### config.mk
export PLATFORM = sky130hd
export DESIGN_NAME = sipo_lsb_rx_flat
export DESIGN_NICKNAME = d
export VERILOG_FILES = /design/src/rtl/sipo_pkg.sv /design/src/rtl/sipo_lsb_rx_if.sv /design/src/rtl/bit_cntr.sv /design/src/rtl/sipo_lsb_rx.sv /design/src/flat_wrapper.sv
export SDC_FILE = /design/constraint.sdc
export NUM_CORES = 1
export LEC_CHECK = 0
export BUFFER_PORTS_ARGS = -buffer_cell sky130_fd_sc_hd__buf_2
export CORE_AREA = 2 2 39 41
export DETAILED_ROUTE_END_ITERATION = 8
export DIE_AREA = 0 0 41 43
export HOLD_SLACK_MARGIN = 0.05
export PLACE_DENSITY = 0.66
export SLEW_MARGIN = 20
export SYNTH_ARGS = -nofsm -noshare
export SYNTH_HDL_FRONTEND = slang
export SYNTH_HIERARCHICAL = 1
export SYNTH_SLANG_ARGS = --single-unit
### constraint.sdc
create_clock -name clk -period 2 [get_ports clk]
set_input_delay 0.2 -clock clk [delete_from_list [all_inputs] [get_ports clk]]
set_output_delay 0.2 -clock clk [all_outputs]
set_load 0.02 [all_outputs]
### src/rtl/sipo_pkg.sv
// Shared types and helpers for the LSB-first serial-to-parallel receiver.
package sipo_pkg;

  typedef enum logic {IDLE, SHIFT} sipo_state_e;

  function automatic int cnt_w(input int dw);
    return $clog2(dw);
  endfunction

endpackage

### src/rtl/sipo_lsb_rx_if.sv
// Serial input, handshake and status bundle between a producer/consumer and the receiver.
interface sipo_lsb_rx_if #(parameter int DW = 4);

  logic          enb;
  logic          start;
  logic          inp;
  logic          ack;
  logic          clr;
  logic [DW-1:0] data;
  logic          vld;
  logic          busy;
  logic          ovr;
  logic          abrt;

  modport master (
    output enb, start, inp, ack, clr,
    input  data, vld, busy, ovr, abrt
  );

  modport slave (
    input  enb, start, inp, ack, clr,
    output data, vld, busy, ovr, abrt
  );

endinterface

### src/rtl/bit_cntr.sv
// Bit-position counter for one frame: load-to-1 on a start bit, clear on word completion.
module bit_cntr #(
  parameter int DW    = 4,
  parameter int CNT_W = 2
) (
  input  logic clk,
  input  logic rst,
  input  logic i_inc,
  input  logic i_load,
  input  logic i_clr,
  output logic o_term
);

  logic [CNT_W-1:0] r_cnt;

  // Load wins over clear so a start bit always begins a fresh count
  always_ff @(posedge clk or negedge rst) begin
    if (!rst) begin
      r_cnt <= '0;
    end else if (i_load) begin
      r_cnt <= CNT_W'(1);
    end else if (i_clr) begin
      r_cnt <= '0;
    end else if (i_inc) begin
      r_cnt <= r_cnt + CNT_W'(1);
    end
  end

  assign o_term = (r_cnt == CNT_W'(DW - 1));

endmodule

### src/rtl/sipo_lsb_rx.sv
// LSB-first serial receiver: frames DW-bit words on a start strobe and presents them
// with a valid/ack handshake plus sticky overrun and abort flags.
module sipo_lsb_rx
  import sipo_pkg::*;
#(
  parameter int DW = 4
) (
  input  logic         clk,
  input  logic         rst,
  sipo_lsb_rx_if.slave bus
);

  localparam int CNT_W = cnt_w(DW);

  sipo_state_e   r_state;
  sipo_state_e   w_nextState;
  logic [DW-1:0] r_sr;
  logic [DW-1:0] r_data;
  logic          r_vld;
  logic          r_ovr;
  logic          r_abrt;

  logic [DW-1:0] w_word;
  logic          w_term;
  logic          w_shift;
  logic          w_load;
  logic          w_inc;
  logic          w_cntClr;
  logic          w_complete;
  logic          w_setAbrt;
  logic          w_setOvr;

  assign w_word = {bus.inp, r_sr[DW-1:1]};

  bit_cntr #(
    .DW    (DW),
    .CNT_W (CNT_W)
  ) u_bitCntr (
    .clk    (clk),
    .rst    (rst),
    .i_inc  (w_inc),
    .i_load (w_load),
    .i_clr  (w_cntClr),
    .o_term (w_term)
  );

  always_comb begin
    w_nextState = r_state;
    w_shift     = 1'b0;
    w_load      = 1'b0;
    w_inc       = 1'b0;
    w_cntClr    = 1'b0;
    w_complete  = 1'b0;
    w_setAbrt   = 1'b0;
    case (r_state)
      IDLE: begin
        if (bus.enb && bus.start) begin
          w_shift     = 1'b1;
          w_load      = 1'b1;
          w_nextState = SHIFT;
        end
      end
      SHIFT: begin
        if (bus.enb) begin
          w_shift = 1'b1;
          // A start mid-frame restarts the frame; stale bits shift out unseen
          if (bus.start) begin
            w_setAbrt = 1'b1;
            w_load    = 1'b1;
          end else if (w_term) begin
            w_complete  = 1'b1;
            w_cntClr    = 1'b1;
            w_nextState = IDLE;
          end else begin
            w_inc = 1'b1;
          end
        end
      end
      default: w_nextState = IDLE;
    endcase
  end

  assign w_setOvr = w_complete && r_vld && !bus.ack;

  always_ff @(posedge clk or negedge rst) begin
    if (!rst) begin
      r_state <= IDLE;
      r_sr    <= '0;
    end else begin
      r_state <= w_nextState;
      if (w_shift) begin
        r_sr <= w_word;
      end
    end
  end

  // A word completing while the consumer acks in the same cycle replaces it seamlessly
  always_ff @(posedge clk or negedge rst) begin
    if (!rst) begin
      r_data <= '0;
      r_vld  <= 1'b0;
    end else if (w_complete && (!r_vld || bus.ack)) begin
      r_data <= w_word;
      r_vld  <= 1'b1;
    end else if (r_vld && bus.ack) begin
      r_vld <= 1'b0;
    end
  end

  always_ff @(posedge clk or negedge rst) begin
    if (!rst) begin
      r_ovr  <= 1'b0;
      r_abrt <= 1'b0;
    end else begin
      r_ovr  <= w_setOvr  | (r_ovr  & ~bus.clr);
      r_abrt <= w_setAbrt | (r_abrt & ~bus.clr);
    end
  end

  assign bus.data = r_data;
  assign bus.vld  = r_vld;
  assign bus.busy = (r_state == SHIFT);
  assign bus.ovr  = r_ovr;
  assign bus.abrt = r_abrt;

endmodule

### src/flat_wrapper.sv
// flat-port wrapper written by rule: the top's interface ports become plain ports
module sipo_lsb_rx_flat import sipo_pkg::*;
#(
  parameter int DW = 4
)
  (clk, rst, bus_enb, bus_start, bus_inp, bus_ack, bus_clr, bus_data, bus_vld, bus_busy, bus_ovr, bus_abrt);
  sipo_lsb_rx_if #(.DW(DW)) bus_i ();
  input  logic clk;
  input  logic rst;
  input wire logic [$bits(bus_i.enb)-1:0] bus_enb;
  input wire logic [$bits(bus_i.start)-1:0] bus_start;
  input wire logic [$bits(bus_i.inp)-1:0] bus_inp;
  input wire logic [$bits(bus_i.ack)-1:0] bus_ack;
  input wire logic [$bits(bus_i.clr)-1:0] bus_clr;
  output wire logic [$bits(bus_i.data)-1:0] bus_data;
  output wire logic [$bits(bus_i.vld)-1:0] bus_vld;
  output wire logic [$bits(bus_i.busy)-1:0] bus_busy;
  output wire logic [$bits(bus_i.ovr)-1:0] bus_ovr;
  output wire logic [$bits(bus_i.abrt)-1:0] bus_abrt;
  assign bus_i.enb = bus_enb;
  assign bus_i.start = bus_start;
  assign bus_i.inp = bus_inp;
  assign bus_i.ack = bus_ack;
  assign bus_i.clr = bus_clr;
  assign bus_data = bus_i.data;
  assign bus_vld = bus_i.vld;
  assign bus_busy = bus_i.busy;
  assign bus_ovr = bus_i.ovr;
  assign bus_abrt = bus_i.abrt;
  sipo_lsb_rx #(.DW(DW)) u_core (.clk(clk), .rst(rst), .bus(bus_i));
endmodule
==> implementation parameters, run 1 <==
Parameter                              Value

Setup path
  Crit. End Element ... flip-flop
  Highest fanout seen on the critical path ... 3
  Data required time of the critical path ... between 2000 and 2500 ps
  CP delay by family, top ... simple AND/OR/NAND/NOR gates
  Stage delay of the slowest cell on the critical path ... around 520 ps
  Worst Setup Start Kind ... flip-flop
  Crit-path slowest cell ... nor4bb_1
  Critical setup path kind ... reg2reg
  Cell chain of the critical path ... ha_1, nor4bb_1, mux2i_1, nor3_2
  Arrival time reported for the critical path endpoint ... about 1800 ps
  Buf/Inv on CP ... 0

STA
  Worst setup skew after layout ... slightly below 6 ps
  Post-layout minimum cycle time ... about 1600 ps
  Timing-limited maximum frequency ... between 0.6 and 0.7 GHz
  Tightest slew margin relative to the limit ... a little under two thirds
  Worst-case setup margin in the final layout ... ~380 ps
  Final-layout setup total negative slack ... 0 ps
  Worst slew pin tran ... about 540 ps
  Endpoints failing hold ... 0
  Pins Over Slew Limit ... 0
  Setup Viol. Count Final ... 0
  Share of the clock period used by the worst path after layout ... 80.9%
  Setup repair after global routing missed its margin ... no

Detailed routing
  First-pass iteration count of the detailed router ... 3
  Total number of vias ... 358
  Routed wire length per instance ... about 12 microns
  Residual DRC ... 0
  Total wirelength of the detailed-routed design ... between 800 and 900 microns
  Post-DRT Antenna Nets ... 0
  Iteration-0 DRC count of the detailed router ... 10
  Via-per-instance ratio ... between 4 and 5

Final layout
  Multi-input gate area ... 225 sq um
  Register area ... between 300 and 400 sq um
  Nets@finish ... between 60 and 70
  Area Growth Syn to Fin ... 22.6%
  Share of post-route cells with drive strength above 1 ... about 47%
  Number of antenna cells inserted ... 0
  # fillers ... around 130

GRT
  Met2 routing resource usage after global routing ... between 10% and 20%
  Most heavily used metal layer in global routing ... met1
  Maximum number of pins on one net before global-route repair ... 14
  Number of antenna violations at the first check in global routing ... 0
  GRT met3 Usage ... ~5.2%
  Number of global-route vias before repair ... 351
  Global-route wire length before repair ... approximately 1500 microns
  Global routing met1 resource utilization ... around 18%
  Residual overflow from global routing ... 0
  Total track usage ... approximately an eighth

Clocking
  Longest Clk Path Bufs ... 2
  H-Tree Depth ... 1
  Setup Buffers After CTS ... 0
  Clk_lat worst skew ... about 270 ps
  Number of clock sinks seen by CTS ... 13
  CTS clk-pin slew, worst paths ... roughly 70 ps
  CTS root buf ... clkbuf_4
  TritonCTS clock tree ... built
  Total CTS buffers ... 3

Power
  Switching power ... between 0.0003 and 0.0004 W
  Clk network pwr share ... approximately 17%
  Part of the power in combinational logic ... 36.1%
  Internal power ... about 0.00060 W
  PD cells ... 1330 mW/mm^2
  Maximum VDD drop ... between 0.6 and 0.7 mV
  Leakage Power ... 0.350 nW
  Share of total power in sequential cells ... 46.9%
  Proportion of total power due to net switching ... 34.4%

Floorplanning
  Area of the die ... between 0.0015 and 0.002 sq mm
  Die span in x ... 41 microns
  Starting density of the core ... between 40% and 50%
  Core area ... approximately 0.0014 sq mm
  Die extent in y ... between 40 and 50 microns
  Rows ... 14
  Top Ports ... 15

Yosys
  Syn_nets ... 46
  Post-synthesis instance total ... 38
  Fraction of post-synthesis cell area in the top cell type by area ... slightly below 60%
  Syn. warnings ... 6
  Sequential area share after synthesis ... approximately three fifths
  Top cells by area in the synthesized netlist ... dfrtp_1, mux2_2, nand4b_4
  Cell taking the most area after synthesis ... dfrtp_1
  Seq cells post-synth ... 13
  Count of unique library cells instantiated by Yosys ... 18
  Avg Cell Area, Syn ... between 10 and 15 sq um
  Cell Area, Synth ... 558 sq um

Hold path
  Path type of the worst min-delay path ... in2reg

Status
  Outcome ... complete, no violations

Place
  RePlAce Congestion ... 0.633
  Count of input and output buffers ... 14
  HPWL reported at the end of detailed placement ... roughly 670 microns
  Worst slack at placement ... between 400 and 500 ps

Job
  Number of maximum-capacitance constraint violations ... 0
-- area by class of cell --
type,instances,area share (%)
clock buffers,4,3.84
inverters,2,1.10
multi-input cells,23,32.9
flip-flops and latches,13,47.5
well taps,16,2.93
repair buffers,15,11.7
-- synth_stat cells (all sizes together) --
master,number
inv,2
nor4bb,1
nor3,1
nand4b,1
mux2,7
o21bai,1
ha,1
mux2i,1
a22o,1
o2bb2ai,1
a21o,1
nor2b,1
dfrtp,13
nand2,2
and2,1
nand2b,1
xnor2,1
o21ai,1
-- registers in the layout (all words and copies together) (netlist names) --
| name | count |
|---|---|
| u_core/bus.data | 4 |
| u_core/r_sr | 3 |
| u_core/u_bitCntr/r_cnt | 2 |
| u_core/bus.abrt | 1 |
| u_core/bus.busy | 1 |
| u_core/bus.ovr | 1 |
| u_core/bus.vld | 1 |
-- placed cells by master, fill, tap and decap left out, drive strengths merged, types with 2 or more instances in the layout --
| cell type | netlist | routed |
|---|---|---|
| clkbuf | 0 | 4 |
| buf | 0 | 14 |
| inv | 2 | 2 |
| mux2 | 7 | 7 |
| dfrtp | 13 | 13 |
| nand2 | 2 | 2 |
-- per-layer routing --
metal / vias to the layer above / wire, microns
met5: - / 0
met4: 0 / 17
met3: 4 / 70
met2: 13 / 369
met1: 163 / 421
li1: 178 / -
-- cells by family after synthesis --
family | count (synthesis) | synth area share [%]
muxes | 8 | 15.9
xor gates and xnor gates | 1 | 1.57
AOI/OAI and AO/OA | 5 | 6.73
buffers and inverters | 2 | 1.35
adders and majority gates | 1 | 2.24
DFF | 13 | 58.3
and+or+nand+nor | 8 | 13.9
-- worst register-to-register path, cell delays in order (launching register included) --
cell and delay (ps):
dfrtp_1 400, ha_1 260, nor4bb_1 520, mux2i_1 280, nor3_2 50
-- power groups by stage --
stage,clock (W),sequential (W),combinational (W)
floorplan,0,0.000498,0.000159
CTS,0.000163,0.000427,0.000333
finish,0.000154,0.000426,0.000328
global route,0.000174,0.000439,0.000360
detailed placement,0,0.000432,0.000330
global placement,0,0.000431,0.000321
-- worst paths after layout --
check | start | end | slack (ps) | cells after the start
worst max-delay path | u_core/u_bitCntr/r_cnt[0] | u_core/u_bitCntr/r_cnt[1] | 380 | 4
worst min-delay path | bus_inp | u_core/r_sr[3] | 180 | 2
worst max register to register | u_core/u_bitCntr/r_cnt[0] | u_core/u_bitCntr/r_cnt[1] | 380 | 4
worst min register to register | u_core/bus.ovr | u_core/bus.ovr | 490 | 1
max in group asynchronous | rst | u_core/r_sr[3] | 1430 | 2
min in group asynchronous | rst | u_core/r_sr[1] | 340 | 2
-- metrics by stage --
step	util [%]	instances	hold slack, ps	total power (W)	cell area [sq um]
6_report	49.5	73	181	0.000907	684
2_1_floorplan	-	38	-95.6	0.000657	558
5_1_grt	49.5	73	163	0.000973	684
3_3_place_gp	46.8	68	98.8	0.000752	648
3_5_place_dp	46.8	68	108	0.000762	648
4_1_cts	49.5	73	173	0.000923	684
-- repair_timing --
action	CTS	global route
hold endpoints to repair	13	0
hold buffers	1	0
resized for setup	0	0
Note: power is estimated with default switching activity, not from simulation.
==> inputs of run 2 (changes only) <==
==> constraint.sdc (replaced) <==
create_clock -name clk -period 1.59 [get_ports clk]
set_input_delay 0.159 -clock clk [delete_from_list [all_inputs] [get_ports clk]]
set_output_delay 0.159 -clock clk [all_outputs]
set_load 0.02 [all_outputs]
==> run 2 against run 1 <==
  * Via count rose by 2.8%
  * Routed wire length fell by 5.1%
  * Count of clock-buffer cells in the layout did not move
  * Final cell count rose by 2.7%
  * First-iteration DRC count fell by 80%
  * Sequential share of layout area fell by 1.0 points
  * Sequential power rose by 25%
  * Combinational power rose by 29%
==> implementation parameters, run 2 (synthesis results as in run 1) <==
Parameter                              Value

Power
  Leakage Power ... 0.359 nW
  Maximum VDD drop ... slightly below 0.8 mV
  Post-layout total power ... between 0.001 and 0.0015 W
  PD cells ... between 1500 and 2000 mW/mm^2

GRT
  Global-route wire length before repair ... approximately 1300 microns
  Number of global-route vias before repair ... 320
  Residual overflow from global routing ... 0
  Maximum number of pins on one net before global-route repair ... 14
  Total track usage ... about 12%
  Number of antenna violations at the first check in global routing ... 0

Detailed routing
  Met1 routed wirelength after detailed routing ... roughly 380 microns
  Post-DRT Antenna Nets ... 0
  First-pass iteration count of the detailed router ... 2
  Total number of vias ... 368
  Met2 wire length ... between 300 and 400 microns
  Amount of wire on met3 after detailed routing ... 56 microns
  Iteration-0 DRC count of the detailed router ... 2
  Via-per-instance ratio ... slightly below 5
  Routed wire length per instance ... 11.1 microns
  Residual DRC ... 0
  Top routing layer in use ... met4
  Total wirelength of the detailed-routed design ... between 800 and 900 microns

Clocking
  Count of cells resized by post-cts repair ... 0
  H-Tree Depth ... 1
  Total CTS buffers ... 3
  TritonCTS clock tree ... built
  Clk_lat worst skew ... approximately 260 ps
  CTS clk-pin slew, worst paths ... roughly 70 ps
  Number of clock sinks seen by CTS ... 13
  Post-cts hold buffer count ... 1
  Setup Buffers After CTS ... 0
  Longest Clk Path Bufs ... 2
  CTS root buf ... clkbuf_4

Status
  Outcome ... complete, no violations

Setup path
  Worst Setup SP ... u_core/u_bitCntr/r_cnt[0]
  R2R depth ... 5
  Crit. End Element ... flip-flop
  Data required time of the critical path ... roughly 1800 ps
  Highest fanout seen on the critical path ... 3
  Reg-to-reg slack, setup ... 120 ps
  Last element of the critical path ... u_core/u_bitCntr/r_cnt[1]
  Arrival time reported for the critical path endpoint ... approximately 1600 ps
  Worst R2R End ... u_core/u_bitCntr/r_cnt[1]
  Worst Setup Start Kind ... flip-flop
  Critical setup path kind ... reg2reg
  Origin of the critical flop-to-flop path ... u_core/u_bitCntr/r_cnt[0]

Final layout
  Area Growth Syn to Fin ... 25.3%
  Nets@finish ... ~70
  Leading cell type in the layout, fill and taps excluded ... buf_2
  Multi-input gate area ... approximately 230 sq um
  Register area ... between 300 and 400 sq um
  Flip-flop count of the largest register after layout ... 4
  # fillers ... 123
  Top library cells by usage in the layout, fill and taps aside ... buf_2, dfrtp_1, mux2_2
  Number of antenna cells inserted ... 0
  Share of post-route cells with drive strength above 1 ... 49.2%

STA
  Share of the clock period used by the worst path after layout ... between 90% and 100%
  Timing-limited maximum frequency ... about 0.68 GHz
  Worst slew pin tran ... about 280 ps
  Endpoints failing hold ... 0
  Worst setup skew after layout ... roughly 1.3 ps
  Tightest slew margin relative to the limit ... just over 80%
  Final-layout setup total negative slack ... 0 ps
  Setup Viol. Count Final ... 0
  Min Hold Slack ... about 140 ps
  Setup repair after global routing missed its margin ... no
  Pins Over Slew Limit ... 0
  Post-layout minimum cycle time ... 1470 ps
  Worst-case setup margin in the final layout ... 118 ps

Floorplanning
  Core area ... 0.00138 sq mm
  Area of the die ... between 0.0015 and 0.002 sq mm
  Top Ports ... 15
  Die span in x ... approximately 41 microns
  Starting density of the core ... 40.3%
  Rows ... 14
  Die extent in y ... 43 microns

Job
  Number of maximum-capacitance constraint violations ... 0

Place
  RePlAce Congestion ... between 0.5 and 0.6
  HPWL reported at the end of detailed placement ... between 600 and 700 microns
  Count of input and output buffers ... 14
  Worst slack at placement ... 123 ps

Hold path
  Hold_sp ... bus_inp
  Path type of the worst min-delay path ... in2reg
[run 2: worst min path at each step]
stage	slack (ps)	cells after the start	endpoint
after CTS	130	2	u_core/r_sr[3]
after global placement	60	1	u_core/bus.abrt
after floorplan	-140	0	u_core/bus.abrt
final	140	2	u_core/r_sr[3]
after detailed placement	50	1	u_core/bus.abrt
after global routing	130	2	u_core/r_sr[3]
[run 2: critical path, stage by stage, from the launching register on]
cell	delay (ps)
dfrtp_1	390
ha_1	260
nor4bb_1	280
buf_4	170
mux2i_1	210
nor3_2	50
[run 2: layer usage]
layer | vias to the layer above | global-route usage [%]
met3 | 2 | 3.14
met2 | 11 | 15.6
met5 | - | 0
li1 | 178 | -
met1 | 177 | 16.4
met4 | 0 | 10.0
[run 2: cell type report]
cell class | instances | share of cell area, %
clock buffer | 4 | 3.76
inverter | 2 | 1.07
multi-input combinational | 23 | 32.2
sequential | 13 | 46.5
tap | 16 | 2.86
timing repair buffer | 17 | 13.6
[run 2: metrics by stage]
stage,utilization (%),cells,cell area (sq um)
floorplan,-,38,558
detailed placement,47.9,70,663
CTS,50.5,75,699
global placement,47.9,70,663
global route,50.5,75,699
finish,50.5,75,699
[run 2: power by group]
group          switching (W)  leakage, nW  internal, W
registers          0.0000776        0.158     0.000457
logic               0.000217        0.186     0.000206
clock network      0.0000941       0.0150    0.0000970
total               0.000389        0.359     0.000760
